==> src/rtl/hack_pkg.sv <==
// Shared state encoding and Hack instruction field positions for the control FSM.
package hack_pkg;

  typedef enum logic [3:0] {
    S_FETCH  = 4'd0,
    S_WAIT_I = 4'd1,
    S_DECODE = 4'd2,
    S_RD_MEM = 4'd3,
    S_WAIT_R = 4'd4,
    S_WR_MEM = 4'd5,
    S_WAIT_W = 4'd6,
    S_WB     = 4'd7,
    S_HALTED = 4'd8,
    S_ERROR  = 4'd9
  } state_e;

  localparam int unsigned C_FLAG = 15;
  localparam int unsigned A_BIT  = 12;
  localparam int unsigned ZA_BIT = 11;
  localparam int unsigned NA_BIT = 10;
  localparam int unsigned ZB_BIT = 9;
  localparam int unsigned NB_BIT = 8;
  localparam int unsigned F_BIT  = 7;
  localparam int unsigned NO_BIT = 6;
  localparam int unsigned DEST_A = 5;
  localparam int unsigned DEST_D = 4;
  localparam int unsigned DEST_M = 3;
  localparam int unsigned J_LT   = 2;
  localparam int unsigned J_EQ   = 1;
  localparam int unsigned J_GT   = 0;

endpackage

==> src/rtl/hack_jump_unit.sv <==
// Combinational PC-load decision from the jump field and the ALU flags.
module hack_jump_unit
  import hack_pkg::*;
(
  input  logic       c_i,
  input  logic [2:0] jmp_i,
  input  logic       zr_i,
  input  logic       zn_i,
  output logic       load_o
);

  always_comb begin
    load_o = c_i & ((zn_i & jmp_i[J_LT]) |
                    (zr_i & jmp_i[J_EQ]) |
                    (jmp_i[J_GT] & ~zn_i & ~zr_i));
  end

endmodule

==> src/rtl/hack_ctrl_fsm.sv <==
// Hack CPU control FSM: SPI fetch/operand handshakes, IR decode, halt/step
// control and a per-access SPI timeout with sticky error.
module hack_ctrl_fsm
  import hack_pkg::*;
#(
  parameter int unsigned INSTR_W   = 16,
  parameter int unsigned TIMEOUT_W = 8,
  parameter int unsigned TIMEOUT   = 200
) (
  input  logic               clk,
  input  logic               reset,
  input  logic [INSTR_W-1:0] spiData_i,
  input  logic               spiDone_i,
  input  logic               halt_i,
  input  logic               stepMode_i,
  input  logic               step_i,
  input  logic               zr_i,
  input  logic               zn_i,
  output logic               spiStart_o,
  output logic               rwb_o,
  output logic               selSPIAddress_o,
  output logic               selSPIDest_o,
  output logic               enA_o,
  output logic               enD_o,
  output logic               enPC_o,
  output logic               loadPC_o,
  output logic               selA_o,
  output logic               selALU_o,
  output logic               za_o,
  output logic               na_o,
  output logic               zb_o,
  output logic               nb_o,
  output logic               f_o,
  output logic               no_o,
  output logic [INSTR_W-1:0] instr_o,
  output logic               halted_o,
  output logic               error_o,
  output logic [3:0]         state_o
);

  localparam int unsigned          CB   = INSTR_W - 1;
  localparam logic [TIMEOUT_W-1:0] TMAX = TIMEOUT_W'(TIMEOUT - 1);

  state_e               state_q, state_d;
  logic [INSTR_W-1:0]   ir_q, ir_d;
  logic [TIMEOUT_W-1:0] wcnt_q, wcnt_d;
  logic                 bypass_q, bypass_d;
  logic                 jump;
  logic                 fetch_go;

  hack_jump_unit u_jump (
    .c_i    (ir_q[CB]),
    .jmp_i  (ir_q[J_LT:J_GT]),
    .zr_i   (zr_i),
    .zn_i   (zn_i),
    .load_o (jump)
  );

  always_ff @(posedge clk or posedge reset) begin
    if (reset) begin
      state_q  <= S_FETCH;
      ir_q     <= '0;
      wcnt_q   <= '0;
      bypass_q <= 1'b0;
    end else begin
      state_q  <= state_d;
      ir_q     <= ir_d;
      wcnt_q   <= wcnt_d;
      bypass_q <= bypass_d;
    end
  end

  // A step release lets exactly one fetch ignore halt_i; reset masks the
  // FETCH start so every control output is quiet while reset is held.
  assign fetch_go = ~reset & (~halt_i | bypass_q);

  always_comb begin
    state_d         = state_q;
    ir_d            = ir_q;
    wcnt_d          = '0;
    bypass_d        = bypass_q;
    spiStart_o      = 1'b0;
    rwb_o           = 1'b0;
    selSPIAddress_o = 1'b0;
    selSPIDest_o    = 1'b0;
    enA_o           = 1'b0;
    enD_o           = 1'b0;
    enPC_o          = 1'b0;
    loadPC_o        = 1'b0;
    halted_o        = 1'b0;
    error_o         = 1'b0;

    unique case (state_q)
      S_FETCH: begin
        if (fetch_go) begin
          spiStart_o = 1'b1;
          rwb_o      = 1'b1;
          bypass_d   = 1'b0;
          state_d    = S_WAIT_I;
        end else begin
          state_d = S_HALTED;
        end
      end
      S_WAIT_I: begin
        rwb_o = 1'b1;
        if (spiDone_i) begin
          ir_d    = spiData_i;
          state_d = S_DECODE;
        end else if (wcnt_q == TMAX) begin
          state_d = S_ERROR;
        end else begin
          wcnt_d = wcnt_q + 1'b1;
        end
      end
      S_DECODE: begin
        if (ir_q[CB] & ir_q[A_BIT])       state_d = S_RD_MEM;
        else if (ir_q[CB] & ir_q[DEST_M]) state_d = S_WR_MEM;
        else                              state_d = S_WB;
      end
      S_RD_MEM: begin
        spiStart_o      = 1'b1;
        rwb_o           = 1'b1;
        selSPIAddress_o = 1'b1;
        selSPIDest_o    = 1'b1;
        state_d         = S_WAIT_R;
      end
      S_WAIT_R: begin
        rwb_o           = 1'b1;
        selSPIAddress_o = 1'b1;
        selSPIDest_o    = 1'b1;
        if (spiDone_i) begin
          state_d = ir_q[DEST_M] ? S_WR_MEM : S_WB;
        end else if (wcnt_q == TMAX) begin
          state_d = S_ERROR;
        end else begin
          wcnt_d = wcnt_q + 1'b1;
        end
      end
      S_WR_MEM: begin
        spiStart_o      = 1'b1;
        selSPIAddress_o = 1'b1;
        state_d         = S_WAIT_W;
      end
      S_WAIT_W: begin
        selSPIAddress_o = 1'b1;
        if (spiDone_i) begin
          state_d = S_WB;
        end else if (wcnt_q == TMAX) begin
          state_d = S_ERROR;
        end else begin
          wcnt_d = wcnt_q + 1'b1;
        end
      end
      S_WB: begin
        enPC_o   = 1'b1;
        enA_o    = ~ir_q[CB] | ir_q[DEST_A];
        enD_o    = ir_q[CB] & ir_q[DEST_D];
        loadPC_o = jump;
        state_d  = stepMode_i ? S_HALTED : S_FETCH;
      end
      S_HALTED: begin
        halted_o = 1'b1;
        if (step_i) begin
          bypass_d = 1'b1;
          state_d  = S_FETCH;
        end else if (~halt_i & ~stepMode_i) begin
          state_d = S_FETCH;
        end
      end
      S_ERROR: begin
        error_o = 1'b1;
      end
      default: begin
        state_d = S_ERROR;
      end
    endcase
  end

  assign selA_o   = ~ir_q[CB];
  assign selALU_o = ir_q[A_BIT];
  assign za_o     = ir_q[ZA_BIT];
  assign na_o     = ir_q[NA_BIT];
  assign zb_o     = ir_q[ZB_BIT];
  assign nb_o     = ir_q[NB_BIT];
  assign f_o      = ir_q[F_BIT];
  assign no_o     = ir_q[NO_BIT];
  assign instr_o  = ir_q;
  assign state_o  = state_q;

endmodule

==> config.mk <==
export PLATFORM = sky130hd
export DESIGN_NAME = hack_ctrl_fsm
export DESIGN_NICKNAME = d
export VERILOG_FILES = /design/src/rtl/hack_pkg.sv /design/src/rtl/hack_jump_unit.sv /design/src/rtl/hack_ctrl_fsm.sv
export SDC_FILE = /design/constraint.sdc
export NUM_CORES = 1
export LEC_CHECK = 0
export CAP_MARGIN = 20
export CORE_ASPECT_RATIO = 0.75
export CORE_MARGIN = 2
export CORE_UTILIZATION = 45
export CTS_CLUSTER_DIAMETER = 40
export CTS_CLUSTER_SIZE = 8
export DETAILED_ROUTE_END_ITERATION = 8
export DONT_BUFFER_PORTS = 1
export MAX_ROUTING_LAYER = met4
export PLACE_DENSITY = 0.57
export SKIP_CTS_REPAIR_TIMING = 1
export SLEW_MARGIN = 20
export SYNTH_ARGS = -nofsm -noshare
export SYNTH_HDL_FRONTEND = slang
export SYNTH_SLANG_ARGS = --single-unit
export TNS_END_PERCENT = 10
==> constraint.sdc <==
create_clock -name clk -period 2.11 [get_ports clk]
set_input_delay 0.1055 -clock clk [delete_from_list [all_inputs] [get_ports clk]]
set_output_delay 0.1055 -clock clk [all_outputs]
set_load 0.005 [all_outputs]
== After elaboration in Yosys (flattened, before gate mapping) ==
Cells that the tools add are included.

* Flip-flop bits (word level): 29
* Logic and storage cells: 78
* Input port bits: 24

* Equal/unequal tests: 13
* $add $sub $neg: 1
* Reduce and logical (&&, ||, !) cells: 10
* Multiplexer cells: 29
* Bitwise gates (word level): 21

{| class="wikitable"
|+ Operator list
! operator !! number
|-
| 4-bit case mux with 10 select lines || 1
|-
| 4-bit 2-to-1 mux || 8
|-
| 8-bit 2-to-1 mux || 3
|-
| 4-bit by 3-bit == test with 1-bit output, second input constant || 4
|-
| 1-bit 2-to-1 mux || 11
|-
| 1-bit bitwise AND || 10
|-
| 8-bit by 1-bit adder with 8-bit output, second input constant || 1
|-
| 4-bit by 2-bit == test with 1-bit output, second input constant || 2
|-
| 4-bit == test, second input constant || 2
|-
| 8-bit == test, second input constant || 1
|-
| 1-bit NOT || 7
|-
| 1-bit case mux with 2 select lines || 3
|-
| 3-bit OR reduction || 2
|-
| 4-bit by 1-bit == test with 1-bit output, second input constant || 1
|-
| 4-bit zero test || 1
|-
| 2-bit 2-to-1 mux || 2
|-
| 2-bit inequality test, second input constant || 2
|-
| 1-bit OR || 4
|-
| 2-bit AND reduction || 2
|-
| 2-bit OR reduction || 2
|-
| 4-bit OR reduction || 1
|-
| 3-bit 2-to-1 mux || 1
|-
| 3-bit inequality test, second input constant || 1
|-
| 3-bit AND reduction || 1
|-
| 2-bit nonzero test || 1
|}

== Logic depth before layout (Yosys ltp) ==
Gate-level depths: netlist of the first run.

* Word-level depth: 6
* Mapped depth: 6
* Mapped depth without buffers: 5

== Cells and area by module ==
From an unflattened synthesis of the first run, not the netlist that was laid out.

* Cell total of the unflattened synthesis: 152
* Area, all modules: 1,611.5 um^2

{| class="wikitable"
|+ Modules (own cells, without submodules)
! module !! instances !! cells each !! area an instance (um^2)
|-
| hack_ctrl_fsm || 1 || 149 || 1,587.8
|-
| hack_jump_unit || 1 || 3 || 23.8
|}

== Worst setup path before layout of the first run ==
OpenSTA, ideal clock, no wires.

* Path type: input port to output port
* Start: input reset
* End: output rwb_o
* Arrival: 1.536 ns
* Data required time: 2.004 ns
* Path buffers: 0
* Setup slack: 0.469 ns
* Stages on the path: 4
* Cells stage by stage: inv_1 > o21ai_0 > a211o_1 > a21oi_1

* Longest elaborated chain between the ends: 4

{| class="wikitable"
|+ Ends and longest elaborated chain
! element !! RTL line !! RTL
|-
| from (decl) || hack_ctrl_fsm.sv:11 || <nowiki>input logic reset,</nowiki>
|-
| 1-bit NOT || hack_ctrl_fsm.sv:75 || <nowiki>assign fetch_go = ~reset & (~halt_i | bypass_q);</nowiki>
|-
| 1-bit bitwise AND || hack_ctrl_fsm.sv:75 ||
|-
| 1-bit 2-to-1 mux || hack_ctrl_fsm.sv:95 || <nowiki>if (fetch_go) begin</nowiki>
|-
| 1-bit case mux with 2 select lines || hack_ctrl_fsm.sv:93 || <nowiki>unique case (state_q)</nowiki>
|-
| to (decl) || hack_ctrl_fsm.sv:20 || <nowiki>output logic rwb_o,</nowiki>
|}

No other way between the ends.

== Worst setup path after layout of the first run ==
* Start: register state_q[2], in the netlist state_o[2]
* End: register ir_q[15], in the netlist instr_o[15]

* Longest elaborated chain between the ends: 2

{| class="wikitable"
|+ Ends and longest elaborated chain
! element !! RTL line !! RTL
|-
| from (decl) || hack_ctrl_fsm.sv:44 || <nowiki>state_e state_q, state_d;</nowiki>
|-
| from (signal assigned) || hack_ctrl_fsm.sv:66 || <nowiki>state_q <= state_d;</nowiki>
|-
| 4-bit by 1-bit == test with 1-bit output || hack_ctrl_fsm.sv:93 ||
|-
| 2-bit AND reduction (no line) || n/a ||
|-
| to (signal assigned) || hack_ctrl_fsm.sv:67 || <nowiki>ir_q <= ir_d;</nowiki>
|-
| to (decl) || hack_ctrl_fsm.sv:45 || <nowiki>logic [INSTR_W-1:0] ir_q, ir_d;</nowiki>
|}

No other way between the ends.
A chain may end at the register's enable or synchronous reset.

==> results.md, run 1 <==
- Total power per unit cell area: 1340 nW/µm²
- TritonCTS clock tree: built
- Count leader, synth: dfrtp_1
- Clock slew at reported path FFs: 0.06 ns
- RR Startpoint: state_o[2]
- GPL Wtd Cong: 0.909
- IO Port Bufs: 0
- Clk sinks: 29
- RSZ-0062 raised after global routing: no
- Nets: 191
- CP peak stage delay: 0.52 ns
- Max Cap Viol: 0
- Crit. End Element: register
- Num CTS Buffers: 5
- Arrival time worst endpoint: 1.91 ns
- Worst hold start: stepMode_i
- Diodes inserted: 0
- Maximum VDD drop: 0.660 mV
- Sw Ratio: 0.389
- Buf/Inv on CP: 0
- Hold EP: state_o[3]
- Drt wl/cell: 16.0 µm
- Logic gate share of total power: 0.372
- Site Rows: 18
- Crit path cell chain: nor3b_4 -> nand2_2 -> nor2_8 -> mux2_2
- Syn Area/Cell: 10.6 µm²
- Post-synth EDFFs: 0
- #FFs+latches synth: 29
- Final min period: 1.76 ns
- Initial Util: 0.481
- Mapped cell area: 1620 µm²
- Full die area: 4090 µm²
- TNS Setup: 0 ns
- Boundary Pins: 62
- First-pass GRT wire length: 5200 µm
- Vias/cell: 5.67
- Fin crit share: 0.833
- Total GRT Usage: 0.170
- Non-Filler Instances: 207
- R2r endpoint: instr_o[15]
- Ratio of cells with drive above 1 in the final layout: 0.186
- Yosys cell types: 42
- Yosys warning count: 0
- Yosys top cell by area: dfrtp_1
- Final-report setup violation count: 0
- Fin. max-slew vios: 0
- Drt pass-1 iters: 4
- Total gr overflow: 0
- Root Buffer: clkbuf_8
- Top cells by count, synth: 29 x dfrtp_1, 14 x nor2_1, 10 x mux2_4, 10 x nand2_1
- Die Y: 55.9 µm
- Int Power: 0.00150 W
- Clock power share: 0.177
- Syn Inst Count: 152
- DRC Markers: 0
- Critical path's slowest cell: dfrtp_1
- Register area share after synthesis: 0.449
- HP Class: in -> reg
- Worst Path Required: 2.27 ns
- CP Launch Type: register
- Final hold vios: 0
- Syn-to-layout area delta: 13.5%
- Register share of total power: 0.451
- Top FF cell, synth: dfrtp_1
- Clock Latency Late Sink: 0.27 ns
- Maximum clock frequency: 569 MHz
- Initial drt markers: 56
- CTS max path bufs: 2
- Initial antenna violation count: 0
- Dpl hpwl: 2360 µm
- Synth area leaders: dfrtp_1 45%, mux2_4 9.3%, buf_4 4.2%, mux2_2 4.2%, nor2_1 3.3%
- Max-Slew Margin vs Limit: 0.606
- Vias in the first global route: 1078
- Largest net degree at the start of global routing: 31
- Leakage power: 0.806 nW
- Syn nets: 177
- Critical path class: reg -> reg
- Status: finished, final reports clean
- H-tree levels: 2
- Worst Tran Pin Value: 0.591 ns
- Finished Core Util: 0.546
- P_sw: 0.000953 W
- Max Fanout on Critical Path: 16
- Post-route ant nets: 0
- Hold depth: 2
- Worst r2r path cells: 4
- Cell family with most CP delay: simple AND/OR/NAND/NOR gates
- Top cell type's share of synthesized area: 0.449
- Setup Skew: 0.00346 ns
- Share of flip-flops with an asynchronous set or reset: 1.00
- Placed cells: 182
- Horiz. Die Dim: 73.2 µm
- Core ar.: 3360 µm²
- R2R Setup Slk: 0.35 ns
- Total Wirelength: 3320 µm
- DR vias: 1174
==> sequential cells by signal (all words and copies together), names as in the netlist <==
| signal | cells |
|---|---|
| instr_o | 16 |
| wcnt_q | 8 |
| state_o | 4 |
| bypass_q | 1 |
==> final cells by class <==
type | instances | area (µm²)
Fill cell | 288 | 1520
Timing Repair Buffer | 21 | 200
Sequential cell | 29 | 726
Tap cell | 40 | 50.0
Inverter | 7 | 26.3
Multi-Input combinational cell | 102 | 744
Clock buffer | 5 | 68.8
Clock inverter | 3 | 17.5
==> per-layer routing <==
metal | part of all wire | track usage | up-vias | wire [µm]
li1 | - | - | 545 | -
met3 | 0.074 | 0.0580 | 2 | 244
met2 | 0.47 | 0.256 | 48 | 1570
met5 | 0 | - | - | 0
met4 | 0.0021 | 0.0317 | 0 | 7
met1 | 0.45 | 0.224 | 579 | 1490
==> worst max-delay path by stage <==
stage / startpoint / endpoint / cells after the start
6_report: state_o[2] / instr_o[15] / 4
5_1_grt: state_o[0] / spiStart_o / 4
4_1_cts: state_o[1] / loadPC_o / 5
3_5_place_dp: state_o[2] / instr_o[12] / 4
3_3_place_gp: state_o[2] / instr_o[10] / 4
2_1_floorplan: reset / rwb_o / 4
==> power by group through the flow <==
stage	sequential (W)	clock [W]	combinational, W
after CTS	0.00111	0.000447	0.000887
after global routing	0.00115	0.000475	0.00102
after floorplan	0.000947	0	0.00102
after global placement	0.00110	0	0.000862
after detailed placement	0.00112	0	0.000880
final	0.00111	0.000433	0.000911
==> placed cells by master (no fill, tap or decap), types with 3 or more instances in the layout <==
master / n
nor2_1: 14
nor2b_1: 3
dfrtp_1: 29
mux2_2: 6
o21ai_0: 9
clkbuf_8: 5
xnor2_1: 3
and3_1: 3
nand3_1: 6
xor2_1: 4
and2_1: 3
inv_1: 7
mux2_4: 10
buf_4: 4
a21oi_1: 5
nand2_1: 10
dlygate4sd3_1: 17
==> cells by family (layout without fill, tap and decap cells) <==
| family | count (synthesis) | after routing | share of synthesized area |
|---|---|---|---|
| xor+xnor | 7 | 7 | 0.0380 |
| compound gates | 28 | 28 | 0.111 |
| buf+inv | 21 | 36 | 0.0898 |
| fa+ha+maj | 1 | 1 | 0.00774 |
| flops | 29 | 29 | 0.449 |
| mux | 16 | 16 | 0.135 |
| simple gates | 50 | 50 | 0.170 |
==> stage by stage <==
stage	power (W)	setup WS, ns	area [µm²]	hold slack (ns)
finish	0.00245	0.352	1830	0.0120
global route	0.00264	0.169	1830	0.00499
CTS	0.00244	0.342	1660	-0.175
detailed placement	0.00200	0.380	1580	0.120
global placement	0.00197	0.433	1580	0.109
floorplan	0.00197	0.469	1620	0.198
No activity file was read; power rests on OpenSTA's default activity.
==> inputs of run 2 (changes only) <==
PLACE_DENSITY = 0.59   (was 0.57)
clock period = 1.4 ns   (was 2.11 ns; I/O delays follow)
==> results.md, run 2 (synthesis results as in run 1) <==
- Status: complete, but fails checks (was finished, final reports clean)
- Violated checks: negative hold slack, negative setup slack
- Most common cell after layout, fill and taps aside: dfrtp_1 (unchanged)
- Dpl hpwl: 2530 µm (was 2360 µm)
- Root Buffer: clkbuf_8 (unchanged)
- Total GRT Usage: 0.184 (was 0.170)
- Diodes inserted: 0 (unchanged)
- Core ar.: 3360 µm² (unchanged)
- Clock slew at reported path FFs: 0.07 ns (was 0.06 ns)
- Commonest cells after routing, fill and taps aside: 29 x dfrtp_1, 26 x buf_4, 18 x dlygate4sd3_1 (was 29 x dfrtp_1, 17 x dlygate4sd3_1, 14 x nor2_1)
- Arrival time worst endpoint: 1.72 ns (was 1.91 ns)
- Fin. max-slew vios: 0 (unchanged)
- Boundary Pins: 62 (unchanged)
- Post-route ant nets: 0 (unchanged)
- CP peak stage delay: 0.40 ns (was 0.52 ns)
- RSZ-0062 raised after global routing: yes (was no)
- Design Power: 0.00425 W (was 0.00245 W)
- Total Wirelength: 3740 µm (was 3320 µm)
- Maximum VDD drop: 1.14 mV (was 0.660 mV)
- Finished Core Util: 0.626 (was 0.546)
- IO Port Bufs: 0 (unchanged)
- Full die area: 4090 µm² (unchanged)
- Maximum clock frequency: 641 MHz (was 569 MHz)
- CP Launch Type: register (unchanged)
- Total power per unit cell area: 2020 nW/µm² (was 1340 nW/µm²)
- Max-Slew Margin vs Limit: 0.733 (was 0.606)
- Crit path cell chain: buf_6 -> nor3b_4 -> nand2_2 -> nor2_8 -> buf_12 -> mux2_2 (was nor3b_4 -> nand2_2 -> nor2_8 -> mux2_2)
- Metal2 WL: 1910 µm (was 1570 µm)
- Initial Util: 0.481 (unchanged)
- Nets: 217 (was 191)
- Clk sinks: 29 (unchanged)
- Leakage power: 0.943 nW (was 0.806 nW)
- Total gr overflow: 0 (unchanged)
- Clock Latency Late Sink: 0.28 ns (was 0.27 ns)
- Syn-to-layout area delta: 30.1% (was 13.5%)
- Routed length on met3: 215 µm (was 244 µm)
- DRC Markers: 0 (unchanged)
- DR vias: 1280 (was 1174)
- WHS: -0.0546 ns (was 0.0120 ns)
- HP Class: in -> reg (unchanged)
- Worst Path Required: 1.56 ns (was 2.27 ns)
- Fin crit share: 1.11 (was 0.833)
- Final min period: 1.56 ns (was 1.76 ns)
- Initial drt markers: 67 (was 56)
- First-pass GRT wire length: 5560 µm (was 5200 µm)
- Vias/cell: 5.49 (was 5.67)
- Vias in the first global route: 1201 (was 1078)
- Max Fanout on Critical Path: 12 (was 16)
- Final-report setup violation count: 32 (was 0)
- Num CTS Buffers: 5 (unchanged)
- Setup WS pre-CTS: -0.112 ns (was 0.380 ns)
- Drt pass-1 iters: 5 (was 4)
- Critical path class: reg -> reg (unchanged)
- Drt wl/cell: 16.0 µm (about the same)
- Max Cap Viol: 0 (unchanged)
- Initial antenna violation count: 0 (unchanged)
- TritonCTS clock tree: built (unchanged)
- Die Y: 55.9 µm (unchanged)
- Max FFs per register: 16 (unchanged)
- Ratio of cells with drive above 1 in the final layout: 0.352 (was 0.186)
- GPL Wtd Cong: 0.848 (was 0.909)
- TNS Setup: -3.41 ns (was 0 ns)
- Setup Skew: 0.00546 ns (was 0.00346 ns)
- Max Used Layer: met4 (unchanged)
- Critical path's slowest cell: dfrtp_1 (unchanged)
- Site Rows: 18 (unchanged)
- Largest net degree at the start of global routing: 31 (unchanged)
- Final hold vios: 1 (was 0)
- Crit. End Element: register (unchanged)
- WL met1: 1570 µm (was 1490 µm)
- H-tree levels: 2 (unchanged)
- PnR worst setup slack: -0.160 ns (was 0.352 ns)
- Worst Tran Pin Value: 0.396 ns (was 0.591 ns)
- Horiz. Die Dim: 73.2 µm (unchanged)
- CTS max path bufs: 2 (unchanged)
## run 2: path summary, 6_finish.rpt
path | from | endpoint | slack (ns) | cells after the start
max | state_o[1] | instr_o[10] | -0.16 | 6
min | spiData_i[13] | instr_o[13] | -0.05 | 1
max reg2reg | state_o[1] | instr_o[10] | -0.16 | 6
min reg2reg | wcnt_q[0] | wcnt_q[0] | 0.53 | 2
max in group asynchronous | reset | instr_o[3] | 0.83 | 3
min in group asynchronous | reset | bypass_q | 0.30 | 3
## run 2: power breakdown
group / leakage, nW / switching (W) / internal, W
Clock: 0.0439 / 0.000328 / 0.000342
Combinational: 0.536 / 0.000859 / 0.00114
Sequential: 0.364 / 0.000418 / 0.00116
## run 2: stage by stage
step                cells  cell area, µm²
floorplan             152            1620
global placement      205            1770
detailed placement    205            1770
CTS                   213            1850
global route          233            2100
finish                233            2100
## run 2: critical path: cells and delay by family (launching register included)
family,cells,cell delay [ns]
AND/OR/NAND/NOR,3,0.43
flip-flops,1,0.40
multiplexers,1,0.34
buffers and inverters,2,0.28
## run 2: routing by layer
metal	global-route usage	up-vias
met4	0.0767	0
met2	0.272	43
met1	0.230	626
met5	-	-
met3	0.0616	8
li1	-	603
## run 2: layout make-up
type / count / area, µm²
tap: 40 / 50.0
timing repair buffer: 47 / 418
multi-input combinational: 102 / 791
clock buffer: 5 / 68.8
clock inverter: 3 / 17.5
sequential: 29 / 726
inverter: 7 / 30.0
fill: 273 / 1250
==> inputs of run 3 (changes only) <==
CORE_UTILIZATION = 56   (was 45)
PLACE_DENSITY = 0.71   (was 0.59)
==> results.md, run 3 (synthesis results as in run 1) <==
- Status: complete, but fails checks (unchanged)
- Violated checks: negative hold slack, negative setup slack (unchanged)
- Final-report setup violation count: 29 (was 32)
- Clk sinks: 29 (unchanged)
- RR Startpoint: wcnt_q[0] (was state_o[1])
- Drt wl/cell: 17.6 µm (was 16.0 µm)
- Total gr overflow: 0 (unchanged)
- Dpl hpwl: 2620 µm (was 2530 µm)
- IO Port Bufs: 0 (unchanged)
- Site Rows: 16 (was 18)
- Max Fanout on Critical Path: 3 (was 12)
- Setup Skew: 0.00539 ns (was 0.00546 ns)
- Ratio of cells with drive above 1 in the final layout: 0.346 (was 0.352)
- Boundary Pins: 62 (unchanged)
- TritonCTS clock tree: built (unchanged)
- Num CTS Buffers: 5 (unchanged)
- Critical path class: reg -> reg (unchanged)
- Finished Core Util: 0.778 (was 0.626)
- Final hold vios: 1 (unchanged)
- GPL Wtd Cong: 0.881 (was 0.848)
- DR vias: 1320 (was 1280)
- Max-Slew Margin vs Limit: 0.705 (was 0.733)
- Clock slew at reported path FFs: 0.06 ns (was 0.07 ns)
- Syn-to-layout area delta: 29.3% (was 30.1%)
- R2r endpoint: state_o[1] (was instr_o[10])
- Vias/cell: 5.89 (was 5.49)
- Leakage power: 0.934 nW (was 0.943 nW)
- DRC Markers: 0 (unchanged)
- Maximum VDD drop: 1.15 mV (was 1.14 mV)
- PnR worst setup slack: -0.119 ns (was -0.160 ns)
- WHS: -0.00985 ns (was -0.0546 ns)
- CTS max path bufs: 2 (unchanged)
- Full die area: 3330 µm² (was 4090 µm²)
- HP Class: in -> reg (unchanged)
- Clock Latency Late Sink: 0.28 ns (about the same)
- Fin. max-slew vios: 0 (unchanged)
- Die Y: 50.5 µm (was 55.9 µm)
- Fin crit share: 1.09 (was 1.11)
- Final min period: 1.52 ns (was 1.56 ns)
- Largest net degree at the start of global routing: 31 (unchanged)
- Initial antenna violation count: 0 (unchanged)
- Setup WS pre-CTS: -0.108 ns (was -0.112 ns)
- Total Wirelength: 3940 µm (was 3740 µm)
- Worst r2r path cells: 5 (was 6)
- Root Buffer: clkbuf_8 (unchanged)
- Maximum clock frequency: 658 MHz (was 641 MHz)
- Commonest cells after routing, fill and taps aside: 28 x dfrtp_1, 20 x buf_4, 18 x dlygate4sd3_1 (was 29 x dfrtp_1, 26 x buf_4, 18 x dlygate4sd3_1)
- H-tree levels: 2 (unchanged)
- Max Cap Viol: 0 (unchanged)
- Worst Setup EP: state_o[1] (was instr_o[10])
- Arrival time worst endpoint: 1.66 ns (was 1.72 ns)
- Drt pass-1 iters: 4 (was 5)
- Crit. End Element: register (unchanged)
- Core ar.: 2680 µm² (was 3360 µm²)
- CP Launch Type: register (unchanged)
- Horiz. Die Dim: 66.0 µm (was 73.2 µm)
- Worst Tran Pin Value: 0.442 ns (was 0.396 ns)
- Initial drt markers: 72 (was 67)
- Fillers: 179 (was 273)
- Max FFs per register: 16 (unchanged)
- Initial Util: 0.602 (was 0.481)
- TNS Setup: -2.03 ns (was -3.41 ns)
- Total power per unit cell area: 2070 nW/µm² (was 2020 nW/µm²)
- Post-route ant nets: 0 (unchanged)
- Diodes inserted: 0 (unchanged)
- Most common cell after layout, fill and taps aside: dfrtp_1 (unchanged)
- Worst Path Required: 1.55 ns (was 1.56 ns)
- Vias in the first global route: 1212 (was 1201)
- R2R Setup Slk: -0.12 ns (was -0.16 ns)
- Worst Setup SP: wcnt_q[0] (was state_o[1])
- Total GRT Usage: 0.237 (was 0.184)
- First-pass GRT wire length: 5530 µm (was 5560 µm)
- Nets: 212 (was 217)
- RSZ-0062 raised after global routing: yes (unchanged)
[run 3: metrics by stage]
step / cells / cell area, µm² / power [W]
floorplan: 152 / 1620 / 0.00296
finish: 224 / 2090 / 0.00433
global route: 224 / 2090 / 0.00458
detailed placement: 196 / 1720 / 0.00329
global placement: 196 / 1720 / 0.00321
CTS: 204 / 1820 / 0.00407
[run 3: worst max-delay path, cell delays in order (launching register included)]
cell and delay [ns]:
dfrtp_1 0.37, ha_2 0.19, nand4_1 0.10, or4_4 0.45
o2bb2ai_1 0.18, a31oi_1 0.10
[run 3: final cells by class]
| type | instances | area, µm² | share of cell area |
|---|---|---|---|
| Multi-Input combinational cell | 102 | 798 | 0.382 |
| Timing Repair Buffer | 42 | 384 | 0.184 |
| Sequential cell | 29 | 727 | 0.348 |
| Inverter | 7 | 32.5 | 0.0156 |
| Tap cell | 36 | 45.0 | 0.0216 |
| Clock buffer | 7 | 96.3 | 0.0461 |
| Clock inverter | 1 | 5.00 | 0.00240 |
[run 3: how the worst min path moves through the flow]
stage | start | end | cells past startpoint
5_1_grt | stepMode_i | state_o[3] | 2
6_report | stepMode_i | state_o[3] | 2
3_5_place_dp | reset | instr_o[0] | 2
2_1_floorplan | reset | bypass_q | 1
3_3_place_gp | reset | instr_o[0] | 2
4_1_cts | reset | instr_o[0] | 2
[run 3: report_power, final]
group	internal, W	total, W	leakage, nW	switching [W]
Sequential	0.00117	0.00161	0.362	0.000443
Clock	0.000443	0.000755	0.0542	0.000312
Combinational	0.00108	0.00196	0.517	0.000883
[run 3: metal layers]
metal / GRT usage / up-vias / part of all wire
met5: - / - / 0
met2: 0.374 / 68 / 0.51
met1: 0.263 / 650 / 0.39
li1: - / 595 / -
met3: 0.0987 / 7 / 0.082
met4: 0.112 / 0 / 0.015
